[config.mk]
export PLATFORM = sky130hd
export DESIGN_NAME = main_control_fsm_flat
export DESIGN_NICKNAME = d
export VERILOG_FILES = /design/src/rtl/main_control_fsm_pkg.sv /design/src/rtl/main_control_fsm_if.sv /design/src/rtl/main_control_fsm_decode.sv /design/src/rtl/main_control_fsm.sv /design/src/flat_wrapper.sv
export SDC_FILE = /design/constraint.sdc
export NUM_CORES = 1
export LEC_CHECK = 0
export CORE_MARGIN = 4
export CORE_UTILIZATION = 40
export CTS_CLUSTER_SIZE = 28
export DETAILED_ROUTE_END_ITERATION = 8
export GPL_TIMING_DRIVEN = 0
export HOLD_SLACK_MARGIN = 0.02
export PLACE_DENSITY = 0.85
export SETUP_SLACK_MARGIN = 0.2
export SLEW_MARGIN = 10
export SYNTH_ARGS = -nofsm -noshare
export SYNTH_HDL_FRONTEND = slang
export SYNTH_SLANG_ARGS = --single-unit
[constraint.sdc]
create_clock -name clk -period 3.73 [get_ports clk]
set_input_delay 0.5595 -clock clk [delete_from_list [all_inputs] [get_ports clk]]
set_output_delay 0.5595 -clock clk [all_outputs]
set_load 0.02 [all_outputs]
[src/rtl/main_control_fsm_pkg.sv]
// Shared encodings for the multicycle RISC control path: FSM states, opcodes,
// ALU/mux select values and the bundled control-output record.
package risc_ctrl_pkg;

  typedef enum logic [3:0] {
    ST_INIT     = 4'd0,
    ST_FETCH    = 4'd1,
    ST_DECODE   = 4'd2,
    ST_EXEC_R   = 4'd3,
    ST_R_WB     = 4'd4,
    ST_EXEC_I   = 4'd5,
    ST_I_WB     = 4'd6,
    ST_MEM_ADDR = 4'd7,
    ST_MEM_RD   = 4'd8,
    ST_MEM_WB   = 4'd9,
    ST_MEM_WR   = 4'd10,
    ST_BRANCH   = 4'd11,
    ST_JUMP     = 4'd12,
    ST_ILLEGAL  = 4'd13
  } state_t;

  localparam logic [5:0] OP_R    = 6'b000000;
  localparam logic [5:0] OP_LW   = 6'b100011;
  localparam logic [5:0] OP_SW   = 6'b101011;
  localparam logic [5:0] OP_BEQ  = 6'b000100;
  localparam logic [5:0] OP_J    = 6'b000010;
  localparam logic [5:0] OP_ADDI = 6'b001000;
  localparam logic [5:0] OP_ORI  = 6'b001101;

  // alu_op values are also decoded by alu_control; keep the two in step.
  localparam logic [1:0] ALU_OP_ADD   = 2'b00;
  localparam logic [1:0] ALU_OP_SUB   = 2'b01;
  localparam logic [1:0] ALU_OP_FUNCT = 2'b10;
  localparam logic [1:0] ALU_OP_IMM   = 2'b11;

  localparam logic [1:0] SRC_B_REG     = 2'b00;
  localparam logic [1:0] SRC_B_FOUR    = 2'b01;
  localparam logic [1:0] SRC_B_IMM     = 2'b10;
  localparam logic [1:0] SRC_B_IMM_SH2 = 2'b11;

  localparam logic [1:0] PC_SRC_ALU    = 2'b00;
  localparam logic [1:0] PC_SRC_ALUOUT = 2'b01;
  localparam logic [1:0] PC_SRC_JUMP   = 2'b10;

  typedef struct packed {
    logic [1:0] alu_op;
    logic       alu_sel;
    logic       pc_write;
    logic       pc_write_cond;
    logic       i_or_d;
    logic       mem_read;
    logic       mem_write;
    logic       ir_write;
    logic       mem_to_reg;
    logic       reg_dst;
    logic       reg_write;
    logic       alu_src_a;
    logic [1:0] alu_src_b;
    logic [1:0] pc_source;
    logic       instr_done;
    logic       illegal_op;
  } ctrl_t;

  // DECODE dispatch: unknown opcodes fall into ILLEGAL.
  function automatic state_t decode_target(input logic [5:0] op);
    state_t nxt;
    case (op)
      OP_R:           nxt = ST_EXEC_R;
      OP_LW, OP_SW:   nxt = ST_MEM_ADDR;
      OP_BEQ:         nxt = ST_BRANCH;
      OP_J:           nxt = ST_JUMP;
      OP_ADDI, OP_ORI: nxt = ST_EXEC_I;
      default:        nxt = ST_ILLEGAL;
    endcase
    return nxt;
  endfunction

endpackage

[src/rtl/main_control_fsm_if.sv]
// Control bundle between the main control FSM (master) and the datapath (slave).
// Handshake: mem_ready is a single-cycle completion flag; an access in FETCH, MEM_RD or MEM_WR finishes in the cycle mem_ready is 1, otherwise it holds.
interface main_control_fsm_if;
  logic [5:0] op;
  logic       mem_ready;
  logic [1:0] alu_op;
  logic       alu_sel;
  logic       pc_write;
  logic       pc_write_cond;
  logic       i_or_d;
  logic       mem_read;
  logic       mem_write;
  logic       ir_write;
  logic       mem_to_reg;
  logic       reg_dst;
  logic       reg_write;
  logic       alu_src_a;
  logic [1:0] alu_src_b;
  logic [1:0] pc_source;
  logic       instr_done;
  logic       illegal_op;

  modport master (
    input  op, mem_ready,
    output alu_op, alu_sel, pc_write, pc_write_cond, i_or_d, mem_read, mem_write,
           ir_write, mem_to_reg, reg_dst, reg_write, alu_src_a, alu_src_b,
           pc_source, instr_done, illegal_op
  );

  modport slave (
    output op, mem_ready,
    input  alu_op, alu_sel, pc_write, pc_write_cond, i_or_d, mem_read, mem_write,
           ir_write, mem_to_reg, reg_dst, reg_write, alu_src_a, alu_src_b,
           pc_source, instr_done, illegal_op
  );
endinterface

[src/rtl/main_control_fsm_decode.sv]
// Combinational output decode: current state plus latched opcode and mem_ready
// produce every datapath strobe and select.
module main_ctrl_decode
  import risc_ctrl_pkg::*;
(
  input  state_t     state,
  input  logic [5:0] op_q,
  input  logic       mem_ready,
  output ctrl_t      ctrl
);

  always_comb begin
    ctrl = '0;
    case (state)
      ST_FETCH: begin
        ctrl.mem_read  = 1'b1;
        ctrl.alu_src_b = SRC_B_FOUR;
        ctrl.alu_op    = ALU_OP_ADD;
        ctrl.pc_source = PC_SRC_ALU;
        // IR load and PC+4 only commit in the cycle the fetch completes.
        ctrl.ir_write  = mem_ready;
        ctrl.pc_write  = mem_ready;
      end
      ST_DECODE: begin
        ctrl.alu_src_b = SRC_B_IMM_SH2;
        ctrl.alu_op    = ALU_OP_ADD;
      end
      ST_EXEC_R: begin
        ctrl.alu_src_a = 1'b1;
        ctrl.alu_src_b = SRC_B_REG;
        ctrl.alu_op    = ALU_OP_FUNCT;
      end
      ST_R_WB: begin
        ctrl.reg_dst    = 1'b1;
        ctrl.reg_write  = 1'b1;
        ctrl.instr_done = 1'b1;
      end
      ST_EXEC_I: begin
        ctrl.alu_src_a = 1'b1;
        ctrl.alu_src_b = SRC_B_IMM;
        ctrl.alu_op    = ALU_OP_IMM;
        ctrl.alu_sel   = (op_q == OP_ORI);
      end
      ST_I_WB: begin
        ctrl.reg_write  = 1'b1;
        ctrl.instr_done = 1'b1;
      end
      ST_MEM_ADDR: begin
        ctrl.alu_src_a = 1'b1;
        ctrl.alu_src_b = SRC_B_IMM;
        ctrl.alu_op    = ALU_OP_ADD;
      end
      ST_MEM_RD: begin
        ctrl.mem_read = 1'b1;
        ctrl.i_or_d   = 1'b1;
      end
      ST_MEM_WB: begin
        ctrl.reg_write  = 1'b1;
        ctrl.mem_to_reg = 1'b1;
        ctrl.instr_done = 1'b1;
      end
      ST_MEM_WR: begin
        ctrl.mem_write  = 1'b1;
        ctrl.i_or_d     = 1'b1;
        ctrl.instr_done = mem_ready;
      end
      ST_BRANCH: begin
        ctrl.alu_src_a     = 1'b1;
        ctrl.alu_src_b     = SRC_B_REG;
        ctrl.alu_op        = ALU_OP_SUB;
        ctrl.pc_write_cond = 1'b1;
        ctrl.pc_source     = PC_SRC_ALUOUT;
        ctrl.instr_done    = 1'b1;
      end
      ST_JUMP: begin
        ctrl.pc_write   = 1'b1;
        ctrl.pc_source  = PC_SRC_JUMP;
        ctrl.instr_done = 1'b1;
      end
      ST_ILLEGAL: begin
        ctrl.illegal_op = 1'b1;
        ctrl.instr_done = 1'b1;
      end
      default: ctrl = '0;
    endcase
  end

endmodule

[src/rtl/main_control_fsm.sv]
// Multicycle main control unit: state register, opcode latch and next-state
// logic; outputs come from main_ctrl_decode. The state is exposed on dbg_state.
module main_control_fsm
  import risc_ctrl_pkg::*;
(
  input  logic                  clk,
  input  logic                  rst,
  main_control_fsm_if.master    bus,
  output state_t                dbg_state
);

  state_t     state_q, state_d;
  logic [5:0] op_q, op_d;
  ctrl_t      ctrl;

  always_comb begin
    state_d = state_q;
    op_d    = (state_q == ST_DECODE) ? bus.op : op_q;
    case (state_q)
      ST_INIT:     state_d = ST_FETCH;
      ST_FETCH:    state_d = bus.mem_ready ? ST_DECODE : ST_FETCH;
      ST_DECODE:   state_d = decode_target(bus.op);
      ST_EXEC_R:   state_d = ST_R_WB;
      ST_R_WB:     state_d = ST_FETCH;
      ST_EXEC_I:   state_d = ST_I_WB;
      ST_I_WB:     state_d = ST_FETCH;
      // Only lw/sw reach MEM_ADDR, so anything other than lw is a store.
      ST_MEM_ADDR: state_d = (op_q == OP_LW) ? ST_MEM_RD : ST_MEM_WR;
      ST_MEM_RD:   state_d = bus.mem_ready ? ST_MEM_WB : ST_MEM_RD;
      ST_MEM_WB:   state_d = ST_FETCH;
      ST_MEM_WR:   state_d = bus.mem_ready ? ST_FETCH : ST_MEM_WR;
      ST_BRANCH:   state_d = ST_FETCH;
      ST_JUMP:     state_d = ST_FETCH;
      ST_ILLEGAL:  state_d = ST_FETCH;
      default:     state_d = ST_INIT;
    endcase
  end

  always_ff @(posedge clk) begin
    if (rst) begin
      state_q <= ST_INIT;
      op_q    <= '0;
    end else begin
      state_q <= state_d;
      op_q    <= op_d;
    end
  end

  main_ctrl_decode u_decode (
    .state     (state_q),
    .op_q      (op_q),
    .mem_ready (bus.mem_ready),
    .ctrl      (ctrl)
  );

  assign bus.alu_op        = ctrl.alu_op;
  assign bus.alu_sel       = ctrl.alu_sel;
  assign bus.pc_write      = ctrl.pc_write;
  assign bus.pc_write_cond = ctrl.pc_write_cond;
  assign bus.i_or_d        = ctrl.i_or_d;
  assign bus.mem_read      = ctrl.mem_read;
  assign bus.mem_write     = ctrl.mem_write;
  assign bus.ir_write      = ctrl.ir_write;
  assign bus.mem_to_reg    = ctrl.mem_to_reg;
  assign bus.reg_dst       = ctrl.reg_dst;
  assign bus.reg_write     = ctrl.reg_write;
  assign bus.alu_src_a     = ctrl.alu_src_a;
  assign bus.alu_src_b     = ctrl.alu_src_b;
  assign bus.pc_source     = ctrl.pc_source;
  assign bus.instr_done    = ctrl.instr_done;
  assign bus.illegal_op    = ctrl.illegal_op;
  assign dbg_state         = state_q;

endmodule

[src/flat_wrapper.sv]
// flat-port wrapper written by rule: the top's interface ports become plain ports
module main_control_fsm_flat import risc_ctrl_pkg::*;
  (clk, rst, dbg_state, bus_op, bus_mem_ready, bus_alu_op, bus_alu_sel, bus_pc_write, bus_pc_write_cond, bus_i_or_d, bus_mem_read, bus_mem_write, bus_ir_write, bus_mem_to_reg, bus_reg_dst, bus_reg_write, bus_alu_src_a, bus_alu_src_b, bus_pc_source, bus_instr_done, bus_illegal_op);
  main_control_fsm_if bus_i ();
  input  logic clk;
  input  logic rst;
  output state_t dbg_state;
  input wire logic [$bits(bus_i.op)-1:0] bus_op;
  input wire logic [$bits(bus_i.mem_ready)-1:0] bus_mem_ready;
  output wire logic [$bits(bus_i.alu_op)-1:0] bus_alu_op;
  output wire logic [$bits(bus_i.alu_sel)-1:0] bus_alu_sel;
  output wire logic [$bits(bus_i.pc_write)-1:0] bus_pc_write;
  output wire logic [$bits(bus_i.pc_write_cond)-1:0] bus_pc_write_cond;
  output wire logic [$bits(bus_i.i_or_d)-1:0] bus_i_or_d;
  output wire logic [$bits(bus_i.mem_read)-1:0] bus_mem_read;
  output wire logic [$bits(bus_i.mem_write)-1:0] bus_mem_write;
  output wire logic [$bits(bus_i.ir_write)-1:0] bus_ir_write;
  output wire logic [$bits(bus_i.mem_to_reg)-1:0] bus_mem_to_reg;
  output wire logic [$bits(bus_i.reg_dst)-1:0] bus_reg_dst;
  output wire logic [$bits(bus_i.reg_write)-1:0] bus_reg_write;
  output wire logic [$bits(bus_i.alu_src_a)-1:0] bus_alu_src_a;
  output wire logic [$bits(bus_i.alu_src_b)-1:0] bus_alu_src_b;
  output wire logic [$bits(bus_i.pc_source)-1:0] bus_pc_source;
  output wire logic [$bits(bus_i.instr_done)-1:0] bus_instr_done;
  output wire logic [$bits(bus_i.illegal_op)-1:0] bus_illegal_op;
  assign bus_i.op = bus_op;
  assign bus_i.mem_ready = bus_mem_ready;
  assign bus_alu_op = bus_i.alu_op;
  assign bus_alu_sel = bus_i.alu_sel;
  assign bus_pc_write = bus_i.pc_write;
  assign bus_pc_write_cond = bus_i.pc_write_cond;
  assign bus_i_or_d = bus_i.i_or_d;
  assign bus_mem_read = bus_i.mem_read;
  assign bus_mem_write = bus_i.mem_write;
  assign bus_ir_write = bus_i.ir_write;
  assign bus_mem_to_reg = bus_i.mem_to_reg;
  assign bus_reg_dst = bus_i.reg_dst;
  assign bus_reg_write = bus_i.reg_write;
  assign bus_alu_src_a = bus_i.alu_src_a;
  assign bus_alu_src_b = bus_i.alu_src_b;
  assign bus_pc_source = bus_i.pc_source;
  assign bus_instr_done = bus_i.instr_done;
  assign bus_illegal_op = bus_i.illegal_op;
  main_control_fsm u_core (.clk(clk), .rst(rst), .bus(bus_i), .dbg_state(dbg_state));
endmodule
* Yosys cells after proc, flatten, opt, wreduce, memory -nomap -nowiden
Cells that the tools add are included.
** Word-level totals
- Register bits after elaboration :: 10
- Output and inout bits :: 23
- Logic and storage cells :: 56
** Operators by class
- Equality and inequality tests :: 21
- Mux-type cells :: 22
- Reductions and logical operators :: 11
** Operator list (count)
- $pmux 4 s8 :: 1
- $eq 4x4->1 const B :: 6
- $pmux 4 s5 :: 1
- $eq 6x4->1 const B :: 3
- $eq 6x6->1 const B :: 3
- $eq 4x3->1 const B :: 4
- $mux 1 :: 12
- $pmux 2 s3 :: 2
- $reduce_or 2->1 :: 5
- $eq 4x2->1 const B :: 2
- $reduce_or 7->1 :: 1
- $eq 6x2->1 const B :: 1
- $eq 6x3->1 const B :: 1
- $logic_not 6->1 :: 1
- $reduce_or 6->1 :: 1
- $eq 4x1->1 const B :: 1
- $logic_not 4->1 :: 1
- $mux 2 :: 2
- $mux 4 :: 1
- $pmux 1 s2 :: 2
- $pmux 2 s2 :: 1
- $reduce_or 4->1 :: 1
- $reduce_or 3->1 :: 1

* Longest topological paths before layout
- Word-level depth :: 4
- Mapped depth :: 6

* Cells and area by module
From an unflattened synthesis, not the netlist that was laid out.
** Unflattened totals
- Cell total of the unflattened synthesis :: 121
- Area total of the unflattened synthesis :: 864.6 sq um
** By module, submodules not included
- main_control_fsm :: times used 1, cells an instance 72, area each 586.8 sq um, sequential area each 200.2 sq um
- main_ctrl_decode :: times used 1, cells an instance 49, area each 277.8 sq um, sequential area each 0.0 sq um

* Least setup slack after synthesis
No wires, ideal clock.
- Path kind :: register to output
- Start point :: reg u_core.state_q[0] (netlist: u_core.dbg_state[0])
- End point :: out bus_instr_done
- Data arrival time :: 1.598 ns
- Required time :: 3.171 ns
- Setup slack :: 1.573 ns
- Stages on the path, launching flop included :: 4
- Path through :: dfxtp_1 -> clkbuf_1 -> o21bai_1 -> a311oi_1
** On the way
- Longest elaborated chain between the ends :: 3
- Elaborated cells on any way between the ends :: 9
- Classes of those cells :: eq/ne: 7; mux: 1; reduce/logical: 1
** Ends and longest elaborated chain
- from (decl) :: RTL line main_control_fsm.sv:12 : state_t state_q, state_d;
- from (signal assigned) :: RTL line main_control_fsm.sv:44 : state_q <= state_d;
- $eq 4x3->1 or $eq 4x4->1 (tied branches) :: RTL line main_control_fsm_decode.sv:14 : case (state)
- $reduce_or 6->1 (no line)
- $pmux 1 s2 * :: RTL line main_control_fsm_decode.sv:14
- to (decl) :: RTL line flat_wrapper.sv:24 : output wire logic [$bits(bus_i.instr_done)-1:0] bus_instr_done;
Mark *: on every way between the ends. The rest lies on a longest branch, timed or not.

* Worst setup path after layout
Ends and elaborated chain as after synthesis.

==> implementation parameters <==
Parameter                              Value

Timing
  Setup repair after global routing missed its margin    no
  Post-Route Skew    0.00201 ns
  Measured slew at the worst slew-check pin    roughly 0.53 ns
  Final Hold Fails    0
  Slew HR    0.646
  Max Clock Freq    357 MHz
  Final period util    0.750
  Setup TNS    0 ns
  Final critical-path required period    2.80 ns
  Setup-failing EPs final    0
  Worst hold margin    between 0.4 and 0.5 ns
  Final-report max-slew violation count    0

Detailed routing
  Routed length on met3    roughly 150 µm
  Drt via density    5.37
  Average wire per cell in the routed design    roughly 13 µm
  Met1 WL    about 900 µm
  Highest routed metal layer    met4
  Pre-antenna DRT Iters    5
  Routed wl met2    ~1.1 mm
  Number of nets with antenna violations after detailed routing    0
  Vias after detailed routing    roughly 930
  Drt total wl    2.18 mm
  First DRT Iteration DRCs    10
  Detailed-route DRC error count    0

Setup path
  CP Capture Type    primary output
  Start point of the critical path    u_core.dbg_state[0]
  Worst Path Class, Setup    register to primary output
  Master of the slowest instance on the critical path    clkdlybuf4s50_1
  Arr. time, crit path    2.24 ns
  CP required    3.17 ns
  Critical path peak fanout    10
  Startpoint type of the worst setup path    register
  Reg-to-reg startpoint    u_core.dbg_state[2]
  Highest cell delay on the worst timing path    0.65 ns
  Cell chain of the critical path    clkbuf_1, o21bai_1, a311oi_1, clkdlybuf4s50_1

Synth
  Net Count, Synth    123
  Number of enable flip-flop cells after synthesis    0
  Post-Syn Area per Cell    between 6 and 7 µm²
  Share of the synthesized area in the top cell type    0.255
  Number of instances in the synthesized netlist    114
  Cell type with the largest total area after synthesis    dfxtp_1
  Synth top area cells    dfxtp_1 25%, nand2_1 9.1%, nor2_1 8.6%, a21oi_1 7.0%, nand2b_1 4.8%
  Register bit total from synthesis    10
  Primary FF master, synth    dfxtp_1
  Count of distinct cell types in the synthesized netlist    37
  Synth warnings    0
  Post-synthesis instance area    786 µm²
  Share of synthesized flip-flops with an asynchronous set or reset    0
  Sequential share of the synthesized area    0.255

Place
  Count of placed standard cells including taps    169
  HPWL Detailed    1.76 mm
  Placed Instance Area    1120 µm²
  Number of buffer cells added on primary ports    30
  Placer's final routability congestion estimate    0.809

Clock tree
  Deepest level of the CTS H-tree    1
  Clk slew on worst S/H paths    0.06 ns
  Clock network latency to the later pin of the worst-skew pair    roughly 0.27 ns
  Post-cts resize count    0
  CTS tree    built
  Root buffer cell    clkbuf_4
  CTS sink count    10
  # Post-CTS Setup Buffers    0
  Hold-fix buffer count after cts    0
  Buffer levels on the longest clock path    2
  Number of buffers added by the clock tree synthesis step    3

Cells and area
  Sequential cell area    200 µm²
  Number of diodes added for antenna fixing    0
  Most frequent standard cell in the layout excluding fill and tap cells    clkdlybuf4s50_1
  Multi-input combinational cell area    519 µm²
  Utilization of the core after routing    0.640
  Number of nets in the finished design    about 160
  Post-Layout Cell Count    173
  Share of layout cells above drive strength 1    0.108
  Leading cell types in the layout, fill and taps excluded    30 x clkdlybuf4s50_1, 19 x nand2_1, 18 x nor2_1, 11 x a21oi_1, 10 x dfxtp_1
  Filler cell count    between 150 and 200
  Synth-to-Final Area Change    46.8%
  Final design instance area without fill    1150 µm²

Floorplanning
  Number of standard-cell rows in the floorplan    15
  Ports placed on the boundary    32
  Horizontal die dimension    52.3 µm
  Initial standard-cell utilization of the core    0.436
  Core Box Area    1800 µm²
  Height of the die    52.3 µm
  Die area    around 2700 µm²

Global routing
  Overall track demand over capacity in global routing    0.166
  Wire length of the first global-routing pass    approximately 3.4 mm
  Antenna violations before repair    0
  Largest net degree at the start of global routing    11
  Number of global-route vias before repair    827
  Overflow after GRT    0

Min path
  Critical hold path startpoint    u_core.op_q[0]
  Path type of the worst min-delay path    register to register

Power and ir drop
  Power Dens Cells    roughly 290 nW/µm²
  Worst ir drop on vdd    around 0.00023 V
  Total leakage power    roughly 0.00039 µW

Status
  Outcome    complete, no violations

Job
  Max-cap violation count    0
==> critical path: cells and delay by family, from the launching register on <==
family	cells	cell delay, ns
AOI/OAI and AO/OA	2	0.43
buffers and inverters	2	1.02
DFF	1	0.52
==> synth_stat cells, types with 3 or more instances <==
master     n
nand2_1   19
nor2_1    18
a21oi_1   11
dfxtp_1   10
nand2b_1   6
nand3_1    5
nor3_1     4
buf_4      3
==> final timing paths <==
path                                       endpoint  slack [ns]  cells past startpoint
worst max-delay path                 bus_instr_done        0.93                      4
worst min-delay path                 u_core.op_q[0]        0.46                      2
worst max register to register  u_core.dbg_state[0]        2.26                      5
worst min register to register       u_core.op_q[0]        0.46                      2
==> routing by layer <==
layer / vias to the layer above / track usage
met5: - / 0
met4: 0 / 0.102
met3: 7 / 0.0199
met2: 40 / 0.306
met1: 414 / 0.176
li1: 468 / -
==> cell type report <==
type / count / share of cell area
Buffer: 9 / 0.0542
Multi-Input combinational cell: 94 / 0.450
Tap cell: 25 / 0.0271
Sequential cell: 10 / 0.174
Timing Repair Buffer: 30 / 0.260
Inverter: 1 / 0.00325
Clock buffer: 4 / 0.0315
==> kinds of logic (layout without fill, tap and decap cells) <==
kind of cell | Yosys count | in the layout | share of synthesized area
buffers and inverters | 10 | 44 | 0.0844
multiplexers | 1 | 1 | 0.0143
AO/OA/AOI/OAI | 28 | 28 | 0.240
AND/OR/NAND/NOR | 63 | 63 | 0.384
XOR/XNOR | 2 | 2 | 0.0223
flip-flops | 10 | 10 | 0.255
==> state kept, by name (all words and copies together) (netlist names) <==
register,flops
u_core.op_q,6
u_core.dbg_state,4
==> metrics by stage <==
step / setup WS [ns] / total power [µW]
floorplan: 1.57 / 190
global placement: 1.05 / 235
detailed placement: 1.01 / 238
CTS: 0.944 / 335
global route: 0.815 / 351
finish: 0.931 / 335
==> where the power goes <==
part	switching (µW)	internal [µW]
registers	5.76	112
logic	64.7	53.8
clock network	39.1	59.4
No activity file was read; power rests on OpenSTA's default activity.
